===== src/rtl/axi4l_mixer_reg_bank_pkg.sv =====
// Shared register-map indices, AXI response codes and read filler for the mixer register bank.
// Constants only; no logic, latency or backpressure of its own.
package axi4l_mixer_reg_bank_pkg;

   localparam int IDX_HW_VERSION   = 0;
   localparam int IDX_LED_0        = 1;
   localparam int IDX_IRQ_STATUS   = 2;
   localparam int IDX_IRQ_MASK     = 3;
   localparam int IDX_OUTPUT_GAIN  = 4;
   localparam int IDX_CH_GAIN_BASE = 5;

   localparam logic [31:0] BAADFACE = 32'hBAADFACE;

   typedef enum logic [1:0] {
      OKAY   = 2'b00,
      SLVERR = 2'b10
   } axi_resp_t;

   function automatic int map_width(input int nr_ch);
      return $clog2(IDX_CH_GAIN_BASE + nr_ch);
   endfunction

endpackage


===== src/rtl/axi4l_slave_if.sv =====
// AXI4-Lite slave handshakes with independent AW/W slots; write commits the cycle after both slots fill, B/R one cycle later.
// Slots stay occupied until the B handshake; R is held until rready, giving one read per two cycles.
module axi4l_slave_if
   import axi4l_mixer_reg_bank_pkg::*;
#(
   parameter int DATA_W = 32,
   parameter int ADDR_W = 16,
   parameter int MAP_W  = 4
) (
   input  logic                  clk,
   input  logic                  rst_n,
   input  logic [ADDR_W-1:0]     awaddr,
   input  logic                  awvalid,
   output logic                  awready,
   input  logic [DATA_W-1:0]     wdata,
   input  logic [DATA_W/8-1:0]   wstrb,
   input  logic                  wvalid,
   output logic                  wready,
   output logic [1:0]            bresp,
   output logic                  bvalid,
   input  logic                  bready,
   input  logic [ADDR_W-1:0]     araddr,
   input  logic                  arvalid,
   output logic                  arready,
   output logic [DATA_W-1:0]     rdata,
   output logic [1:0]            rresp,
   output logic                  rvalid,
   input  logic                  rready,
   output logic                  wr_en,
   output logic [MAP_W-1:0]      wr_idx,
   output logic [DATA_W-1:0]     wr_data,
   output logic [DATA_W/8-1:0]   wr_strb,
   input  logic                  wr_err,
   output logic                  rd_en,
   output logic [MAP_W-1:0]      rd_idx,
   input  logic [DATA_W-1:0]     rd_data,
   input  logic                  rd_err
);

   localparam int ADDR_LSB = $clog2(DATA_W/8);

   logic                aw_full_q, aw_full_d;
   logic [MAP_W-1:0]    aw_idx_q, aw_idx_d;
   logic                w_full_q, w_full_d;
   logic [DATA_W-1:0]   wdata_q, wdata_d;
   logic [DATA_W/8-1:0] wstrb_q, wstrb_d;
   logic                awready_q, awready_d;
   logic                wready_q, wready_d;
   logic                bvalid_q, bvalid_d;
   axi_resp_t           bresp_q, bresp_d;
   logic                arready_q, arready_d;
   logic                rvalid_q, rvalid_d;
   logic [DATA_W-1:0]   rdata_q, rdata_d;
   axi_resp_t           rresp_q, rresp_d;

   // Only the index field of each address is decoded; the rest aliases.
   logic unused_addr_bits;
   assign unused_addr_bits = ^{awaddr, araddr};

   assign wr_en   = aw_full_q && w_full_q && !bvalid_q;
   assign wr_idx  = aw_idx_q;
   assign wr_data = wdata_q;
   assign wr_strb = wstrb_q;
   assign rd_en   = arvalid && arready_q;
   assign rd_idx  = araddr[ADDR_LSB +: MAP_W];

   always_comb begin
      aw_full_d = aw_full_q;
      aw_idx_d  = aw_idx_q;
      w_full_d  = w_full_q;
      wdata_d   = wdata_q;
      wstrb_d   = wstrb_q;
      bvalid_d  = bvalid_q;
      bresp_d   = bresp_q;
      rvalid_d  = rvalid_q;
      rdata_d   = rdata_q;
      rresp_d   = rresp_q;

      if (awvalid && awready_q) begin
         aw_full_d = 1'b1;
         aw_idx_d  = awaddr[ADDR_LSB +: MAP_W];
      end
      if (wvalid && wready_q) begin
         w_full_d = 1'b1;
         wdata_d  = wdata;
         wstrb_d  = wstrb;
      end
      if (wr_en) begin
         bvalid_d = 1'b1;
         bresp_d  = wr_err ? SLVERR : OKAY;
      end
      if (bvalid_q && bready) begin
         bvalid_d  = 1'b0;
         aw_full_d = 1'b0;
         w_full_d  = 1'b0;
      end

      if (rd_en) begin
         rvalid_d = 1'b1;
         rdata_d  = rd_data;
         rresp_d  = rd_err ? SLVERR : OKAY;
      end else if (rvalid_q && rready) begin
         rvalid_d = 1'b0;
      end

      // Readies are registered so they sit low through reset and come up one cycle later.
      awready_d = !aw_full_d && !bvalid_d;
      wready_d  = !w_full_d && !bvalid_d;
      arready_d = !rvalid_d;
   end

   always_ff @(posedge clk or negedge rst_n) begin
      if (!rst_n) begin
         aw_full_q <= 1'b0;
         aw_idx_q  <= '0;
         w_full_q  <= 1'b0;
         wdata_q   <= '0;
         wstrb_q   <= '0;
         awready_q <= 1'b0;
         wready_q  <= 1'b0;
         bvalid_q  <= 1'b0;
         bresp_q   <= OKAY;
         arready_q <= 1'b0;
         rvalid_q  <= 1'b0;
         rdata_q   <= '0;
         rresp_q   <= OKAY;
      end else begin
         aw_full_q <= aw_full_d;
         aw_idx_q  <= aw_idx_d;
         w_full_q  <= w_full_d;
         wdata_q   <= wdata_d;
         wstrb_q   <= wstrb_d;
         awready_q <= awready_d;
         wready_q  <= wready_d;
         bvalid_q  <= bvalid_d;
         bresp_q   <= bresp_d;
         arready_q <= arready_d;
         rvalid_q  <= rvalid_d;
         rdata_q   <= rdata_d;
         rresp_q   <= rresp_d;
      end
   end

   assign awready = awready_q;
   assign wready  = wready_q;
   assign bvalid  = bvalid_q;
   assign bresp   = bresp_q;
   assign arready = arready_q;
   assign rvalid  = rvalid_q;
   assign rdata   = rdata_q;
   assign rresp   = rresp_q;

endmodule


===== src/rtl/axi4l_mixer_reg_bank.sv =====
// Mixer/LED register file with sticky maskable IRQ status; registers update on the commit edge, irq one cycle later.
// Backpressure is handled entirely in axi4l_slave_if; reads see pre-commit values.
module axi4l_mixer_reg_bank
   import axi4l_mixer_reg_bank_pkg::*;
#(
   parameter int AXI_DATA_WIDTH_P = 32,
   parameter int AXI_ADDR_WIDTH_P = 16,
   parameter int GAIN_WIDTH_P     = 24,
   parameter int Q_BITS_P         = 16,
   parameter int NR_OF_CHANNELS_P = 4,
   parameter int IRQ_WIDTH_P      = 8
) (
   input  logic                                     clk,
   input  logic                                     rst_n,
   input  logic [AXI_ADDR_WIDTH_P-1:0]              awaddr,
   input  logic                                     awvalid,
   output logic                                     awready,
   input  logic [AXI_DATA_WIDTH_P-1:0]              wdata,
   input  logic [AXI_DATA_WIDTH_P/8-1:0]            wstrb,
   input  logic                                     wvalid,
   output logic                                     wready,
   output logic [1:0]                               bresp,
   output logic                                     bvalid,
   input  logic                                     bready,
   input  logic [AXI_ADDR_WIDTH_P-1:0]              araddr,
   input  logic                                     arvalid,
   output logic                                     arready,
   output logic [AXI_DATA_WIDTH_P-1:0]              rdata,
   output logic [1:0]                               rresp,
   output logic                                     rvalid,
   input  logic                                     rready,
   input  logic [AXI_DATA_WIDTH_P-1:0]              sr_hardware_version,
   input  logic [IRQ_WIDTH_P-1:0]                   irq_set,
   output logic [AXI_DATA_WIDTH_P-1:0]              cr_led_0,
   output logic [GAIN_WIDTH_P-1:0]                  cr_mix_output_gain,
   output logic [NR_OF_CHANNELS_P*GAIN_WIDTH_P-1:0] cr_mix_channel_gain,
   output logic                                     irq
);

   localparam int DW      = AXI_DATA_WIDTH_P;
   localparam int GW      = GAIN_WIDTH_P;
   localparam int IW      = IRQ_WIDTH_P;
   localparam int NR_CH   = NR_OF_CHANNELS_P;
   localparam int MAP_W   = map_width(NR_OF_CHANNELS_P);
   localparam int NR_REGS = IDX_CH_GAIN_BASE + NR_OF_CHANNELS_P;
   localparam logic [GW-1:0] GAIN_UNITY = GW'(1) << Q_BITS_P;

   logic              wr_en, wr_err, rd_en, rd_err;
   logic [MAP_W-1:0]  wr_idx, rd_idx;
   logic [DW-1:0]     wr_data, rd_data;
   logic [DW/8-1:0]   wr_strb;
   logic [DW-1:0]     wr_keep, wr_new;

   logic [DW-1:0]     led_q, led_d;
   logic [IW-1:0]     status_q, status_d;
   logic [IW-1:0]     mask_q, mask_d;
   logic [IW-1:0]     status_clr;
   logic [GW-1:0]     out_gain_q, out_gain_d;
   logic [GW-1:0]     ch_gain_q [NR_CH];
   logic [GW-1:0]     ch_gain_d [NR_CH];
   logic              irq_q, irq_d;

   axi4l_slave_if #(
      .DATA_W (DW),
      .ADDR_W (AXI_ADDR_WIDTH_P),
      .MAP_W  (MAP_W)
   ) u_slave_if (
      .clk     (clk),
      .rst_n   (rst_n),
      .awaddr  (awaddr),
      .awvalid (awvalid),
      .awready (awready),
      .wdata   (wdata),
      .wstrb   (wstrb),
      .wvalid  (wvalid),
      .wready  (wready),
      .bresp   (bresp),
      .bvalid  (bvalid),
      .bready  (bready),
      .araddr  (araddr),
      .arvalid (arvalid),
      .arready (arready),
      .rdata   (rdata),
      .rresp   (rresp),
      .rvalid  (rvalid),
      .rready  (rready),
      .wr_en   (wr_en),
      .wr_idx  (wr_idx),
      .wr_data (wr_data),
      .wr_strb (wr_strb),
      .wr_err  (wr_err),
      .rd_en   (rd_en),
      .rd_idx  (rd_idx),
      .rd_data (rd_data),
      .rd_err  (rd_err)
   );

   always_comb begin
      wr_keep = '1;
      for (int k = 0; k < DW/8; k++) begin
         wr_keep[k*8 +: 8] = {8{!wr_strb[k]}};
      end
      wr_new = wr_data & ~wr_keep;
      wr_err = (int'(wr_idx) == IDX_HW_VERSION) || (int'(wr_idx) >= NR_REGS);
   end

   always_comb begin
      led_d      = led_q;
      mask_d     = mask_q;
      out_gain_d = out_gain_q;
      ch_gain_d  = ch_gain_q;
      status_clr = '0;
      if (wr_en && !wr_err) begin
         case (int'(wr_idx))
            IDX_LED_0:       led_d      = (led_q & wr_keep) | wr_new;
            IDX_IRQ_STATUS:  status_clr = IW'(wr_new);
            IDX_IRQ_MASK:    mask_d     = IW'((DW'(mask_q) & wr_keep) | wr_new);
            IDX_OUTPUT_GAIN: out_gain_d = GW'((DW'(out_gain_q) & wr_keep) | wr_new);
            default: begin
               for (int n = 0; n < NR_CH; n++) begin
                  if (int'(wr_idx) == IDX_CH_GAIN_BASE + n) begin
                     ch_gain_d[n] = GW'((DW'(ch_gain_q[n]) & wr_keep) | wr_new);
                  end
               end
            end
         endcase
      end
      // A set pulse wins over a same-cycle W1C of the same bit.
      status_d = (status_q & ~status_clr) | irq_set;
      irq_d    = |(status_q & mask_q);
   end

   always_comb begin
      rd_data = '0;
      rd_err  = 1'b0;
      if (rd_en) begin
         rd_data = DW'(BAADFACE);
         rd_err  = 1'b1;
         case (int'(rd_idx))
            IDX_HW_VERSION:  begin rd_data = sr_hardware_version; rd_err = 1'b0; end
            IDX_LED_0:       begin rd_data = led_q;               rd_err = 1'b0; end
            IDX_IRQ_STATUS:  begin rd_data = DW'(status_q);       rd_err = 1'b0; end
            IDX_IRQ_MASK:    begin rd_data = DW'(mask_q);         rd_err = 1'b0; end
            IDX_OUTPUT_GAIN: begin rd_data = DW'(out_gain_q);     rd_err = 1'b0; end
            default: begin
               for (int n = 0; n < NR_CH; n++) begin
                  if (int'(rd_idx) == IDX_CH_GAIN_BASE + n) begin
                     rd_data = DW'(ch_gain_q[n]);
                     rd_err  = 1'b0;
                  end
               end
            end
         endcase
      end
   end

   always_ff @(posedge clk or negedge rst_n) begin
      if (!rst_n) begin
         led_q      <= '0;
         status_q   <= '0;
         mask_q     <= '0;
         out_gain_q <= GAIN_UNITY;
         for (int n = 0; n < NR_CH; n++) begin
            ch_gain_q[n] <= GAIN_UNITY;
         end
         irq_q      <= 1'b0;
      end else begin
         led_q      <= led_d;
         status_q   <= status_d;
         mask_q     <= mask_d;
         out_gain_q <= out_gain_d;
         ch_gain_q  <= ch_gain_d;
         irq_q      <= irq_d;
      end
   end

   for (genvar n = 0; n < NR_CH; n++) begin : g_ch_out
      assign cr_mix_channel_gain[n*GW +: GW] = ch_gain_q[n];
   end

   assign cr_led_0           = led_q;
   assign cr_mix_output_gain = out_gain_q;
   assign irq                = irq_q;

endmodule


===== config.mk =====
export PLATFORM = sky130hd
export DESIGN_NAME = axi4l_mixer_reg_bank
export DESIGN_NICKNAME = d
export VERILOG_FILES = /design/src/rtl/axi4l_mixer_reg_bank_pkg.sv /design/src/rtl/axi4l_slave_if.sv /design/src/rtl/axi4l_mixer_reg_bank.sv
export SDC_FILE = /design/constraint.sdc
export NUM_CORES = 1
export LEC_CHECK = 0
export CAP_MARGIN = 30
export CORE_ASPECT_RATIO = 1.1
export CORE_MARGIN = 2
export CORE_UTILIZATION = 50
export CTS_CLUSTER_SIZE = 30
export DETAILED_ROUTE_END_ITERATION = 12
export PLACE_DENSITY = 0.9
export SLEW_MARGIN = 10
export SYNTH_ARGS = -nofsm -noshare
export SYNTH_HDL_FRONTEND = slang
export SYNTH_SLANG_ARGS = --single-unit

===== constraint.sdc =====
create_clock -name clk -period 2.7 [get_ports clk]
set_input_delay 0.54 -clock clk [delete_from_list [all_inputs] [get_ports clk]]
set_output_delay 0.54 -clock clk [all_outputs]
set_load 0.03 [all_outputs]

==> metrics.json <==
{
  "finalSetupViolations": {"value": 0},
  "initial_core_util": {"value": 51.1, "unit": "%"},
  "die_width": {"value": 147, "unit": "microns"},
  "timing_worst_slew_pin_value": {"value": 0.843, "unit": "ns"},
  "cts.repair_timing.setup_buffer_count": {"value": 0},
  "die_height": {"value": 162, "unit": "microns"},
  "synthesis.yosys.warnings": {"value": 0},
  "number_of_diodes": {"value": 0},
  "finalMaxSlewViolations": {"value": 0},
  "cts_hold_repair.buffers": {"value": 1},
  "fmax": {"value": 0.432, "unit": "GHz"},
  "all_layer_gr_usage": {"value": 29.2, "unit": "%"},
  "placed_area": {"value": 0.0146, "unit": "sq mm"},
  "number_of_global_route_vias_before_repair": {"value": 9344},
  "synth_most_common_cell": {"value": "sky130_fd_sc_hd__dfrtp_1"},
  "final_cells": {"value": 1472},
  "timing.hold.ws": {"value": 0.489, "unit": "ns"},
  "via_per_inst": {"value": 6.02},
  "cp_cell_sequence": {"value": "clkdlybuf4s50_1"},
  "layout-drive-gt1-share": {"value": 27.4, "unit": "%"},
  "postSynthCellCount": {"value": 864},
  "cts_max_level": {"value": 1},
  "worst_r2r_path_depth": {"value": 4},
  "syn-mean-instance-area": {"value": 13.1, "unit": "sq um"},
  "setup_ws": {"value": 0.384, "unit": "ns"},
  "yosysTopAreaCellShare": {"value": 54.3, "unit": "%"},
  "critical_path.top_delay_family": {"value": "buffers and inverters"},
  "clock_sinks": {"value": 250},
  "die_area": {"value": 0.0238, "unit": "sq mm"},
  "cellLeakagePower": {"value": 6.86, "unit": "nW"},
  "clk-insertion-delay-late": {"value": 0.52, "unit": "ns"},
  "cts.reportedPaths.clkPinSlew": {"value": 0.06, "unit": "ns"},
  "post-route-util": {"value": 69.9, "unit": "%"},
  "route.detailed.wl_per_inst": {"value": 23.9, "unit": "microns"},
  "synthDistinctLibCells": {"value": 69},
  "min_period_over_period": {"value": 85.8, "unit": "%"},
  "ff_latch_area": {"value": 0.00626, "unit": "sq mm"},
  "max_fo_critical_path": {"value": 3},
  "global_route.overflow_total": {"value": 0},
  "core_area": {"value": 0.0221, "unit": "sq mm"},
  "drt_pre_antenna_iters": {"value": 5},
  "fill_cells": {"value": 1535},
  "synth_to_layout_area_growth": {"value": 36.8, "unit": "%"},
  "dpl.cell_count": {"value": 1427},
  "ioPinCount": {"value": 309},
  "grt_pass1_wl": {"value": 53.8, "unit": "mm"},
  "placement.io_buffers": {"value": 282},
  "setup_total_negative_slack": {"value": 0, "unit": "ns"},
  "critical_path.endpoint": {"value": "cr_mix_output_gain[16]"},
  "num_vias": {"value": 8861},
  "drt_iter0_drc": {"value": 474},
  "final_report_hold_violation_count": {"value": 0},
  "finish.net_count": {"value": 1276},
  "critical_path.slowest_cell": {"value": "sky130_fd_sc_hd__clkdlybuf4s50_1"},
  "cp.buffers_inverters": {"value": 1},
  "critical_path.max_stage_delay": {"value": 0.71, "unit": "ns"},
  "post_cts.resized_instances": {"value": 0},
  "post_synth_main_area_contributors": {"value": "sky130_fd_sc_hd__dfrtp_1, sky130_fd_sc_hd__mux2_2, sky130_fd_sc_hd__a21oi_1"},
  "p_per_area": {"value": 1060, "unit": "mW/mm^2"},
  "floorplan.rows": {"value": 57},
  "drv.max_cap_violation_count": {"value": 0},
  "ir_drop": {"value": 0.000696, "unit": "V"},
  "finalClockSkew": {"value": 0.00769, "unit": "ns"},
  "cts-root-to-sink-buffers": {"value": 3},
  "cp.required": {"value": 2.16, "unit": "ns"},
  "period_minus_slack": {"value": 2.32, "unit": "ns"},
  "synth_enable_flop_cells": {"value": 0},
  "postSynth.asyncResetShare": {"value": 100, "unit": "%"},
  "crit_arrival": {"value": 1.78, "unit": "ns"},
  "cts-buffers-inserted": {"value": 26},
  "start_kind": {"value": "flop"},
  "cts_root_buf": {"value": "sky130_fd_sc_hd__clkbuf_16"},
  "postLayoutCellArea": {"value": 0.0154, "unit": "sq mm"},
  "ys.flop_type": {"value": "sky130_fd_sc_hd__dfrtp_1"},
  "ys_top_cells_by_count": {"value": "sky130_fd_sc_hd__dfrtp_1, sky130_fd_sc_hd__mux2_2, sky130_fd_sc_hd__a21oi_1"},
  "gp_routability_congestion": {"value": 0.883},
  "run_status": {"value": "finished, final reports clean"},
  "slew_headroom": {"value": 43.5, "unit": "%"},
  "timing.critical_path.depth": {"value": 1},
  "pre_cts_slack": {"value": 0.135, "unit": "ns"},
  "power.total": {"value": 16.3, "unit": "mW"},
  "routed_wirelength": {"value": 35.2, "unit": "mm"},
  "seq_area_frac_synth": {"value": 55.5, "unit": "%"},
  "postRouteAntennaNets": {"value": 0},
  "grt_setup_unrepaired": {"value": "false"},
  "critical_path_class": {"value": "reg -> out"},
  "kind_of_path_behind_the_tightest_hold_check": {"value": "reg -> reg"},
  "synth_area": {"value": 0.0113, "unit": "sq mm"},
  "multi_input_area": {"value": 0.00473, "unit": "sq mm"},
  "drc": {"value": 0},
  "postSynthRegisterBits": {"value": 250},
  "setup.reg_to_reg.worst_slack": {"value": 0.54, "unit": "ns"},
  "regToRegStartpoint": {"value": "u_slave_if.bvalid"},
  "synth_largest_area_cell": {"value": "sky130_fd_sc_hd__dfrtp_1"},
  "initial_antenna_violation_count": {"value": 1},
  "tritoncts_clock_tree": {"value": "yes"},
  "cp-end-kind": {"value": "output port"},
  "post-dp-hpwl": {"value": 24.9, "unit": "mm"},
  "grt_start_max_net_pins": {"value": 72}
}
[per-layer routing]
metal	wire, microns	track usage, %	vias up
li1	-	-	3802
met1	13100	34.7	4525
met2	17900	51.4	436
met3	3020	7.60	96
met4	1140	10.3	2
met5	7	0	-
[worst min-delay path by stage]
stage,from,to,depth (start not counted)
2_1_floorplan,rst_n,async pin,0
3_3_place_gp,u_slave_if.rresp[1],u_slave_if.rresp[1],2
3_5_place_dp,u_slave_if.rresp[1],u_slave_if.rresp[1],2
4_1_cts,u_slave_if.rresp[1],u_slave_if.rresp[1],2
5_1_grt,u_slave_if.wr_data[26],flop,1
6_report,u_slave_if.rresp[1],u_slave_if.rresp[1],2
[logic make-up after synthesis]
logic type	Yosys count	synth area share, %
AO/OA/AOI/OAI	190	11.0
flip-flops	250	55.5
buffers and inverters	62	2.77
AND/OR/NAND/NOR	138	8.32
XOR/XNOR	1	0.0776
multiplexers	222	22.3
other	1	0.0332
[cell type report]
cell class	count	area share (%)
repair buffers	318	20.5
multi-input cells	553	30.6
flip-flops and latches	250	40.5
clock buffers	38	5.03
clock inverters	6	0.680
inverters	12	0.292
well taps	295	2.39
[power by group]
part           total, mW  leakage (nW)  internal, mW  switching (mW)
Clock               3.70         0.436          2.26            1.44
Combinational       6.20          3.24          2.94            3.27
Sequential          6.45          3.19          5.01            1.43
Total               16.3          6.86          10.2            6.14
[layout by cell type, fill, tap and decap left out, drive strengths merged, types with 9 or more instances in the layout]
master         Yosys  routed
clkdlybuf4s50      0     278
dfrtp            245     245
mux2             211     211
a21oi             48      48
nor2              42      42
buf               32      39
clkbuf            18      38
o21ai             33      33
o22ai             28      28
nand2             25      25
a221oi            16      16
a22oi             15      15
nand2b            13      13
a22o              12      12
inv               12      12
mux2i             11      11
a211oi             9       9
No activity file was read; power rests on OpenSTA's default activity.
